### config.mk
export PLATFORM = sky130hd
export DESIGN_NAME = id_fwd_stage
export DESIGN_NICKNAME = d
export VERILOG_FILES = /design/src/rtl/id_fwd_stage.sv
export SDC_FILE = /design/constraint.sdc
export NUM_CORES = 1
export LEC_CHECK = 0
export BUFFER_PORTS_ARGS = -buffer_cell sky130_fd_sc_hd__buf_4
export CAP_MARGIN = 20
export CORE_AREA = 2 2 156 158
export CTS_CLUSTER_DIAMETER = 30
export DETAILED_ROUTE_END_ITERATION = 12
export DIE_AREA = 0 0 158 160
export GPL_TIMING_DRIVEN = 0
export PLACE_DENSITY_LB_ADDON = 0.25
export SYNTH_ARGS = -nofsm -noshare
export SYNTH_HDL_FRONTEND = slang
export SYNTH_SLANG_ARGS = --single-unit
### constraint.sdc
create_clock -name clk_i -period 7.3 [get_ports clk_i]
set_clock_uncertainty 0.15 [all_clocks]
set_input_delay 1.46 -clock clk_i [delete_from_list [all_inputs] [get_ports clk_i]]
set_output_delay 1.46 -clock clk_i [all_outputs]
set_load 0.05 [all_outputs]
### src/rtl/id_fwd_stage.sv
// Instruction-decode stage: RV32I/M decode, N-source priority operand
// forwarding, load-use scoreboard and a registered ID/EXE output with a
// valid/ready handshake toward EXE.
module id_fwd_stage #(
  parameter int unsigned ADDR_WIDTH  = 32,
  parameter int unsigned DATA_WIDTH  = 32,
  parameter int unsigned RADDR_WIDTH = 5,
  parameter int unsigned NUM_FWD     = 3,
  parameter int unsigned LOAD_LAT    = 1
) (
  input  logic                           clk_i,
  input  logic                           rst_i,
  input  logic                           inst_valid_i,
  output logic                           inst_ready_o,
  input  logic [31:0]                    inst_i,
  input  logic [ADDR_WIDTH-1:0]          inst_addr_i,
  output logic [RADDR_WIDTH-1:0]         reg1_raddr_o,
  output logic [RADDR_WIDTH-1:0]         reg2_raddr_o,
  output logic                           reg1_re_o,
  output logic                           reg2_re_o,
  input  logic [DATA_WIDTH-1:0]          reg1_rdata_i,
  input  logic [DATA_WIDTH-1:0]          reg2_rdata_i,
  input  logic [NUM_FWD-1:0]             fwd_we_i,
  input  logic [NUM_FWD*RADDR_WIDTH-1:0] fwd_waddr_i,
  input  logic [NUM_FWD*DATA_WIDTH-1:0]  fwd_wdata_i,
  input  logic                           flush_i,
  output logic                           exe_valid_o,
  input  logic                           exe_ready_i,
  output logic [31:0]                    inst_o,
  output logic [ADDR_WIDTH-1:0]          inst_addr_o,
  output logic [DATA_WIDTH-1:0]          op1_o,
  output logic [DATA_WIDTH-1:0]          op2_o,
  output logic                           reg_we_o,
  output logic [RADDR_WIDTH-1:0]         reg_waddr_o,
  output logic                           is_load_o,
  output logic                           illegal_o,
  output logic                           stallreq_o
);

  localparam int unsigned CNT_W    = (LOAD_LAT == 0) ? 1 : $clog2(LOAD_LAT + 1);
  localparam int unsigned NUM_REGS = 1 << RADDR_WIDTH;
  localparam logic [31:0] NOP      = 32'h0000_0013;

  localparam logic [6:0] OP_IMM    = 7'b0010011;
  localparam logic [6:0] OP_REG    = 7'b0110011;
  localparam logic [6:0] OP_LUI    = 7'b0110111;
  localparam logic [6:0] OP_AUIPC  = 7'b0010111;
  localparam logic [6:0] OP_STORE  = 7'b0100011;
  localparam logic [6:0] OP_LOAD   = 7'b0000011;
  localparam logic [6:0] OP_JAL    = 7'b1101111;
  localparam logic [6:0] OP_JALR   = 7'b1100111;
  localparam logic [6:0] OP_BRANCH = 7'b1100011;

  logic [RADDR_WIDTH-1:0] rs1, rs2, rd;
  logic [31:0]            imm_i, imm_u, imm_j;
  logic                   dec_re1, dec_re2, dec_we, dec_load, dec_illegal;
  logic [DATA_WIDTH-1:0]  dec_op1, dec_op2;
  logic [31:0]            dec_inst;
  logic                   hazard, out_free, fire_in, load_set;
  logic [CNT_W-1:0]       cnt [NUM_REGS];

  assign rs1   = RADDR_WIDTH'(inst_i[19:15]);
  assign rs2   = RADDR_WIDTH'(inst_i[24:20]);
  assign rd    = RADDR_WIDTH'(inst_i[11:7]);
  assign imm_i = {{20{inst_i[31]}}, inst_i[31:20]};
  assign imm_u = {inst_i[31:12], 12'b0};
  assign imm_j = {{12{inst_i[31]}}, inst_i[19:12], inst_i[20], inst_i[30:21], 1'b0};

  // Opcode decode: read enables, write enable and non-register operand values
  always_comb begin
    dec_re1     = 1'b0;
    dec_re2     = 1'b0;
    dec_we      = 1'b0;
    dec_load    = 1'b0;
    dec_illegal = 1'b0;
    dec_op1     = '0;
    dec_op2     = '0;
    dec_inst    = inst_i;
    case (inst_i[6:0])
      OP_IMM:   begin dec_re1 = 1'b1; dec_we = 1'b1; dec_op2 = DATA_WIDTH'($signed(imm_i)); end
      OP_REG:   begin dec_re1 = 1'b1; dec_re2 = 1'b1; dec_we = 1'b1; end
      OP_LUI:   begin dec_we = 1'b1; dec_op1 = DATA_WIDTH'(imm_u); end
      OP_AUIPC: begin dec_we = 1'b1; dec_op1 = DATA_WIDTH'(inst_addr_i); dec_op2 = DATA_WIDTH'(imm_u); end
      OP_STORE, OP_BRANCH: begin dec_re1 = 1'b1; dec_re2 = 1'b1; end
      OP_LOAD:  begin dec_re1 = 1'b1; dec_we = 1'b1; dec_load = 1'b1; dec_op2 = DATA_WIDTH'($signed(imm_i)); end
      OP_JAL:   begin dec_we = 1'b1; dec_op2 = DATA_WIDTH'($signed(imm_j)); end
      OP_JALR:  begin dec_re1 = 1'b1; dec_we = 1'b1; dec_op2 = DATA_WIDTH'($signed(imm_i)); end
      default:  begin dec_illegal = 1'b1; dec_inst = NOP; end
    endcase
  end

  // Operand resolution: x0/unused port -> decoded value, youngest forward, then regfile
  function automatic logic [DATA_WIDTH-1:0] sel_operand(
    input logic                   re,
    input logic [RADDR_WIDTH-1:0] raddr,
    input logic [DATA_WIDTH-1:0]  dec_val,
    input logic [DATA_WIDTH-1:0]  rdata
  );
    logic [DATA_WIDTH-1:0] val;
    logic                  found;
    val   = rdata;
    found = 1'b0;
    if (!re || raddr == '0) begin
      val = dec_val;
    end else begin
      for (int k = 0; k < int'(NUM_FWD); k++) begin
        if (!found && fwd_we_i[k] && fwd_waddr_i[k*RADDR_WIDTH +: RADDR_WIDTH] == raddr) begin
          val   = fwd_wdata_i[k*DATA_WIDTH +: DATA_WIDTH];
          found = 1'b1;
        end
      end
    end
    return val;
  endfunction

  assign reg1_re_o    = dec_re1;
  assign reg2_re_o    = dec_re2;
  assign reg1_raddr_o = dec_re1 ? rs1 : '0;
  assign reg2_raddr_o = dec_re2 ? rs2 : '0;

  assign hazard       = (dec_re1 && rs1 != '0 && cnt[rs1] != '0) ||
                        (dec_re2 && rs2 != '0 && cnt[rs2] != '0);
  assign stallreq_o   = inst_valid_i && hazard;
  assign out_free     = !exe_valid_o || exe_ready_i;
  assign inst_ready_o = !hazard && out_free && !flush_i;
  assign fire_in      = inst_valid_i && inst_ready_o;
  assign load_set     = exe_valid_o && exe_ready_i && is_load_o && reg_waddr_o != '0;

  // ID/EXE output register: flush beats capture, capture beats drain, else hold
  always_ff @(posedge clk_i) begin
    if (rst_i) begin
      exe_valid_o <= 1'b0;
      inst_o      <= NOP;
      inst_addr_o <= '0;
      op1_o       <= '0;
      op2_o       <= '0;
      reg_we_o    <= 1'b0;
      reg_waddr_o <= '0;
      is_load_o   <= 1'b0;
      illegal_o   <= 1'b0;
    end else if (flush_i) begin
      exe_valid_o <= 1'b0;
    end else if (fire_in) begin
      exe_valid_o <= 1'b1;
      inst_o      <= dec_inst;
      inst_addr_o <= inst_addr_i;
      op1_o       <= sel_operand(dec_re1, rs1, dec_op1, reg1_rdata_i);
      op2_o       <= sel_operand(dec_re2, rs2, dec_op2, reg2_rdata_i);
      reg_we_o    <= dec_we && rd != '0;
      reg_waddr_o <= dec_we ? rd : '0;
      is_load_o   <= dec_load;
      illegal_o   <= dec_illegal;
    end else if (exe_valid_o && exe_ready_i) begin
      exe_valid_o <= 1'b0;
    end
  end

  // Load scoreboard: a load accepted by EXE arms its rd counter; counters drain to 0
  always_ff @(posedge clk_i) begin
    if (rst_i) begin
      for (int i = 0; i < int'(NUM_REGS); i++) cnt[i] <= '0;
    end else begin
      for (int i = 0; i < int'(NUM_REGS); i++) begin
        if (load_set && reg_waddr_o == RADDR_WIDTH'(i)) cnt[i] <= CNT_W'(LOAD_LAT);
        else if (cnt[i] != '0) cnt[i] <= cnt[i] - CNT_W'(1);
      end
    end
  end

endmodule

## Yosys cells after proc, flatten, opt, wreduce, memory -nomap -nowiden

Memories as Yosys holds them, arrays and structs flattened.
Cells that the tools add are included.

| word-level totals | value |
|---|---|
| flip-flop bits (word level) | 137 |
| bits in writable memories | 32 |
| output and inout bits | 151 |
| memories | 1 |

Memory list:

| memory | depth | width | rd ports | clocked after Yosys merged registers in | wr ports | RTL line | text |
|---|---|---|---|---|---|---|---|
| cnt | 32 | 1 | 34 | 0 | 32 | 60 | `logic [CNT_W-1:0] cnt [NUM_REGS];` |

| operators by class | value |
|---|---|
| add/sub/neg operators | 32 |
| eq/ne operators | 46 |
| multiplexer cells | 331 |
| bitwise logic cells | 65 |
| reductions and logical operators | 82 |

Operator list:

| cell | number |
|---|---|
| 2-to-1 mux 1 bit | 317 |
| 2-to-1 mux 32 bit | 9 |
| case mux 32 bit (3 select lines) | 1 |
| equality test 5 bit (second input constant) | 16 |
| OR 1 bit | 64 |
| case mux 32 bit (2 select lines) | 1 |
| logical AND 1 bit | 54 |
| equality test 5 x 4 -> 1 bit (second input constant) | 8 |
| subtractor 1 bit (second input constant) | 32 |
| equality test 5 bit | 6 |
| equality test 7 x 6 -> 1 bit (second input constant) | 3 |
| equality test 7 bit (second input constant) | 3 |
| equality test 5 x 3 -> 1 bit (second input constant) | 4 |
| nonzero test 5 bit | 4 |
| logical NOT 5 bit | 3 |
| 2-to-1 mux 5 bit | 3 |
| equality test 7 x 5 -> 1 bit (second input constant) | 2 |
| equality test 5 x 2 -> 1 bit (second input constant) | 2 |
| logical NOT 1 bit | 9 |
| OR reduction 9 bit | 1 |
| equality test 7 x 2 -> 1 bit (second input constant) | 1 |
| OR reduction 7 bit | 1 |
| OR reduction 3 bit | 2 |
| OR reduction 6 bit | 1 |
| other kinds (6) | 9 |

## Longest topological paths before layout

| depth | value |
|---|---|
| depth in word-level cells | 26 |
| gate-level depth with buffers | 13 |

## Worst setup path after synthesis

Ideal clock, no wire load.

| timing | value |
|---|---|
| path type | input port to output port |
| start point | input inst_i[20] |
| end point | output inst_ready_o |
| arrival time | 3.922 ns |
| required time | 5.690 ns |
| setup slack | 1.768 ns |
| cell stages on the path | 7 |
| path buffers | 1 |
| path through | buf_6 -> mux4_2 -> mux2_2 -> nor3b_1 -> a2111o_1 -> and2_1 -> nor3b_1 |

| on the way | value |
|---|---|
| longest elaborated chain between the ends | 7 |

RTL lines:

| what | RTL line | text |
|---|---|---|
| start: declaration | 15 | `input logic [31:0] inst_i,` |
| branches (longest 2 deep; another with memory read (32 x 1 bit)) | n/a |  |
| logical AND 1 bit (*) | 122 | `(dec_re2 && rs2 != '0 && cnt[rs2] != '0);` |
| logical OR 1 bit (*) | 121 | `assign hazard = (dec_re1 && rs1 != '0 && cnt[rs1] != '0) \|\|` |
| logical NOT 1 bit (*) | 125 | `assign inst_ready_o = !hazard && out_free && !flush_i;` |
| logical AND 1 bit (*) (2 in series) | 125 |  |
| end: declaration | 14 | `output logic inst_ready_o,` |

Mark *: on every way between the ends.

## Worst setup path after layout

| timing | value |
|---|---|
| start point | input inst_i[16] |
| end point | output inst_ready_o |

| on the way | value |
|---|---|
| longest elaborated chain between the ends | 7 |

RTL lines:

| what | RTL line |
|---|---|
| branches (longest 2 deep; another with memory read (32 x 1 bit)) | n/a |
| logical AND 1 bit (*) | 121 |
| logical OR 1 bit (*) | 121 |
| logical NOT 1 bit (*) | 125 |
| logical AND 1 bit (*) (2 in series) | 125 |

Marked as above.

==> metrics.txt <==
status=completed; CP endpoint kind=output port; CTS sink cnt=169; Post-CTS Resized=0; FMAX=0.1868 GHz; Peak VDD IR=0.1722 mV; Leak=5.850 nW; Final min period=5.354 ns; Congestion Overflow GR=0; CTS H-tree depth=4; Synth top cells by count=215 x nand2_1, 137 x dfxtp_1, 135 x a21oi_1, 108 x nor2_1, 82 x clkbuf_1; Remaining DRCs=0; root buf cell=clkbuf_16; Worst-path clk slew=0.06 ns; Area Overhead vs Synth=37.08%; ranking of synthesized cells by area=dfxtp_1 26%, edfxtp_1 9.2%, nand2_1 7.7%; Starting Density=43.98%; FFs w/ async S/R, synth=0%; FILL cells=2263; Ys Warns=0; Post-synth EDFFs=32; Worst R2R Path Depth=9; R2R Setup Slk=4.15 ns; first-pass GRT wire length=72760 µm; synthesized instance count=1287; width of the die=158 µm; reg2reg start=cnt[23]; Startpoint Class=primary input; Hold Path Sink=inst_o[17]; Rel. slew slack=39.90%; Reg area=3704 µm²; Initial DRT Pass Iterations=6; share of cells above drive strength 1=31.77%; Setup CP Type=in -> out; worst hold start=inst_o[17]; initial antenna violation count=3; routability congestion estimate=0.9693; Yosys top cell by area=dfxtp_1; CTS Buf Count=17; Die H=160 µm; Syn Std Cell Area=10480 µm²; worst-margin pin slew=0.9014 ns; CTS Buffer Depth=2; Post-Syn Nets=1534; Post-DP HPWL=40140 µm; largest net degree at the start of global routing=17; Synth cell types=69; Fin. Hold Viols=0; CTS tree=done; Seq/Total Area, Yosys=35.36%; final setup fails=0; Layout Nets=1940; RSZ-0062 raised after global routing=no; r2r endpoint=op2_o[9]; via count=12570; area of placed instances=13790 µm²; Crit Path Max Fanout=10; antenna-violating nets left=0; input/output buffers=386; #FFs+latches synth=169; clk_lat worst skew=0.45 ns; pwr dens=175.0 nW/µm²; post-route insts no fill=2032; worst hold path class=reg -> reg; GRT Total Usage=38.50%; DRT iter0 DRCs=1819; cell area after layout=14360 µm²; # IOs=398; Max-cap violations=0; Post-CTS Setup Bufs=0; leading register cell type out of synthesis=dfxtp_1; area share of the largest cell type after synthesis=26.18%; routed len/inst=24.76 µm; period utilization=73.34%; Die ar.=25280 µm²; Mean Syn Cell Area=8.139 µm²; vias per inst=6.184; Post-CTS Hold Buffers=0; Fin Setup TNS=0 ns; WL final=50320 µm; fin. max-slew vios=0; WHS Path Cells=2; vias in the first global route=11740; FP Rows=57; footprint of the multi-input gates=6108 µm²; core area=23820 µm²; CP Data Required Time=5.69 ns; most common cell in the netlist=nand2_1; final hold slack=0.3065 ns; Arr. time, crit path=3.74 ns; Post-Place Cells=1998
-- cells in the final DEF, fill, tap and decap left out, types with 19 or more instances in the layout --
cell type    n
edfxtp_1    32
and2_1      19
xnor2_1     24
dfxtp_1    137
nand2_1    215
o21ai_0     50
a211oi_1    40
mux2_2      25
buf_4      395
nor2_1     108
buf_2       35
clkbuf_1    83
nand3_1     67
a21oi_1    135
a221o_1     40
nor3_1      33
-- worst max-delay path: stages --
cell	delay (ns)
buf_2	0.27
buf_2	0.35
mux4_2	0.34
mux2i_1	0.19
nor2_1	0.06
o2111ai_1	0.32
and2_1	0.27
nor3b_1	0.24
buf_4	0.24
-- routing by layer --
layer	GRT usage [%]	vias to the layer above	wire, µm
li1	-	5579	-
met1	49.76	5887	19160
met2	59.96	917	22560
met3	9.009	180	5878
met4	19.57	2	2708
met5	0	-	13
-- cell type report --
| type | count | share of cell area (%) |
|---|---|---|
| antenna | 2 | 0.03486 |
| buffer | 137 | 4.514 |
| clock buffer | 22 | 3.372 |
| clock inverter | 10 | 0.5838 |
| inverter | 4 | 0.1046 |
| multi-input combinational | 977 | 42.54 |
| sequential | 169 | 25.79 |
| tap | 324 | 2.823 |
| timing repair buffer | 387 | 20.23 |
-- metrics by stage --
step	setup slack (ns)	util, %	total power, mW
floorplan	1.768	-	1.352
detailed placement	2.019	57.87	1.621
global route	1.835	60.28	2.582
global placement	2.043	57.84	1.614
finish	1.946	60.28	2.513
CTS	2.008	60.26	2.494
-- power by group --
| group | total [mW] | internal [mW] | switching [mW] |
|---|---|---|---|
| registers | 1.03 | 0.994 | 0.0336 |
| clock network | 0.897 | 0.477 | 0.420 |
| logic | 0.588 | 0.229 | 0.359 |
| total | 2.51 | 1.70 | 0.813 |
-- registers in the layout, summed over array words and instances, names as in the netlist --
name	count
op2_o	32
reg_we_o	1
op1_o	32
cnt	32
inst_o	32
exe_valid_o	1
inst_addr_o	32
is_load_o	1
illegal_o	1
reg_waddr_o	5
-- how the worst max path moves through the flow --
stage	start	endpoint	slack (ns)
after CTS	inst_i[16]	inst_ready_o	2.01
after floorplan	inst_i[20]	inst_ready_o	1.77
after detailed placement	inst_i[16]	inst_ready_o	2.02
after global routing	inst_i[16]	inst_ready_o	1.84
final	inst_i[16]	inst_ready_o	1.95
after global placement	inst_i[16]	inst_ready_o	2.04
-- cells by family (layout without fill, tap and decap cells) --
family / Yosys count / after routing / share of synthesized area (%)
flip-flops: 169 / 169 / 35.36
other: 1 / 3 / 0.03580
buffers and inverters: 141 / 560 / 6.331
AND/OR/NAND/NOR: 506 / 506 / 22.10
AO/OA/AOI/OAI: 390 / 390 / 27.04
multiplexers: 50 / 50 / 6.629
XOR/XNOR: 30 / 30 / 2.508
No activity file was read; power rests on OpenSTA's default activity.
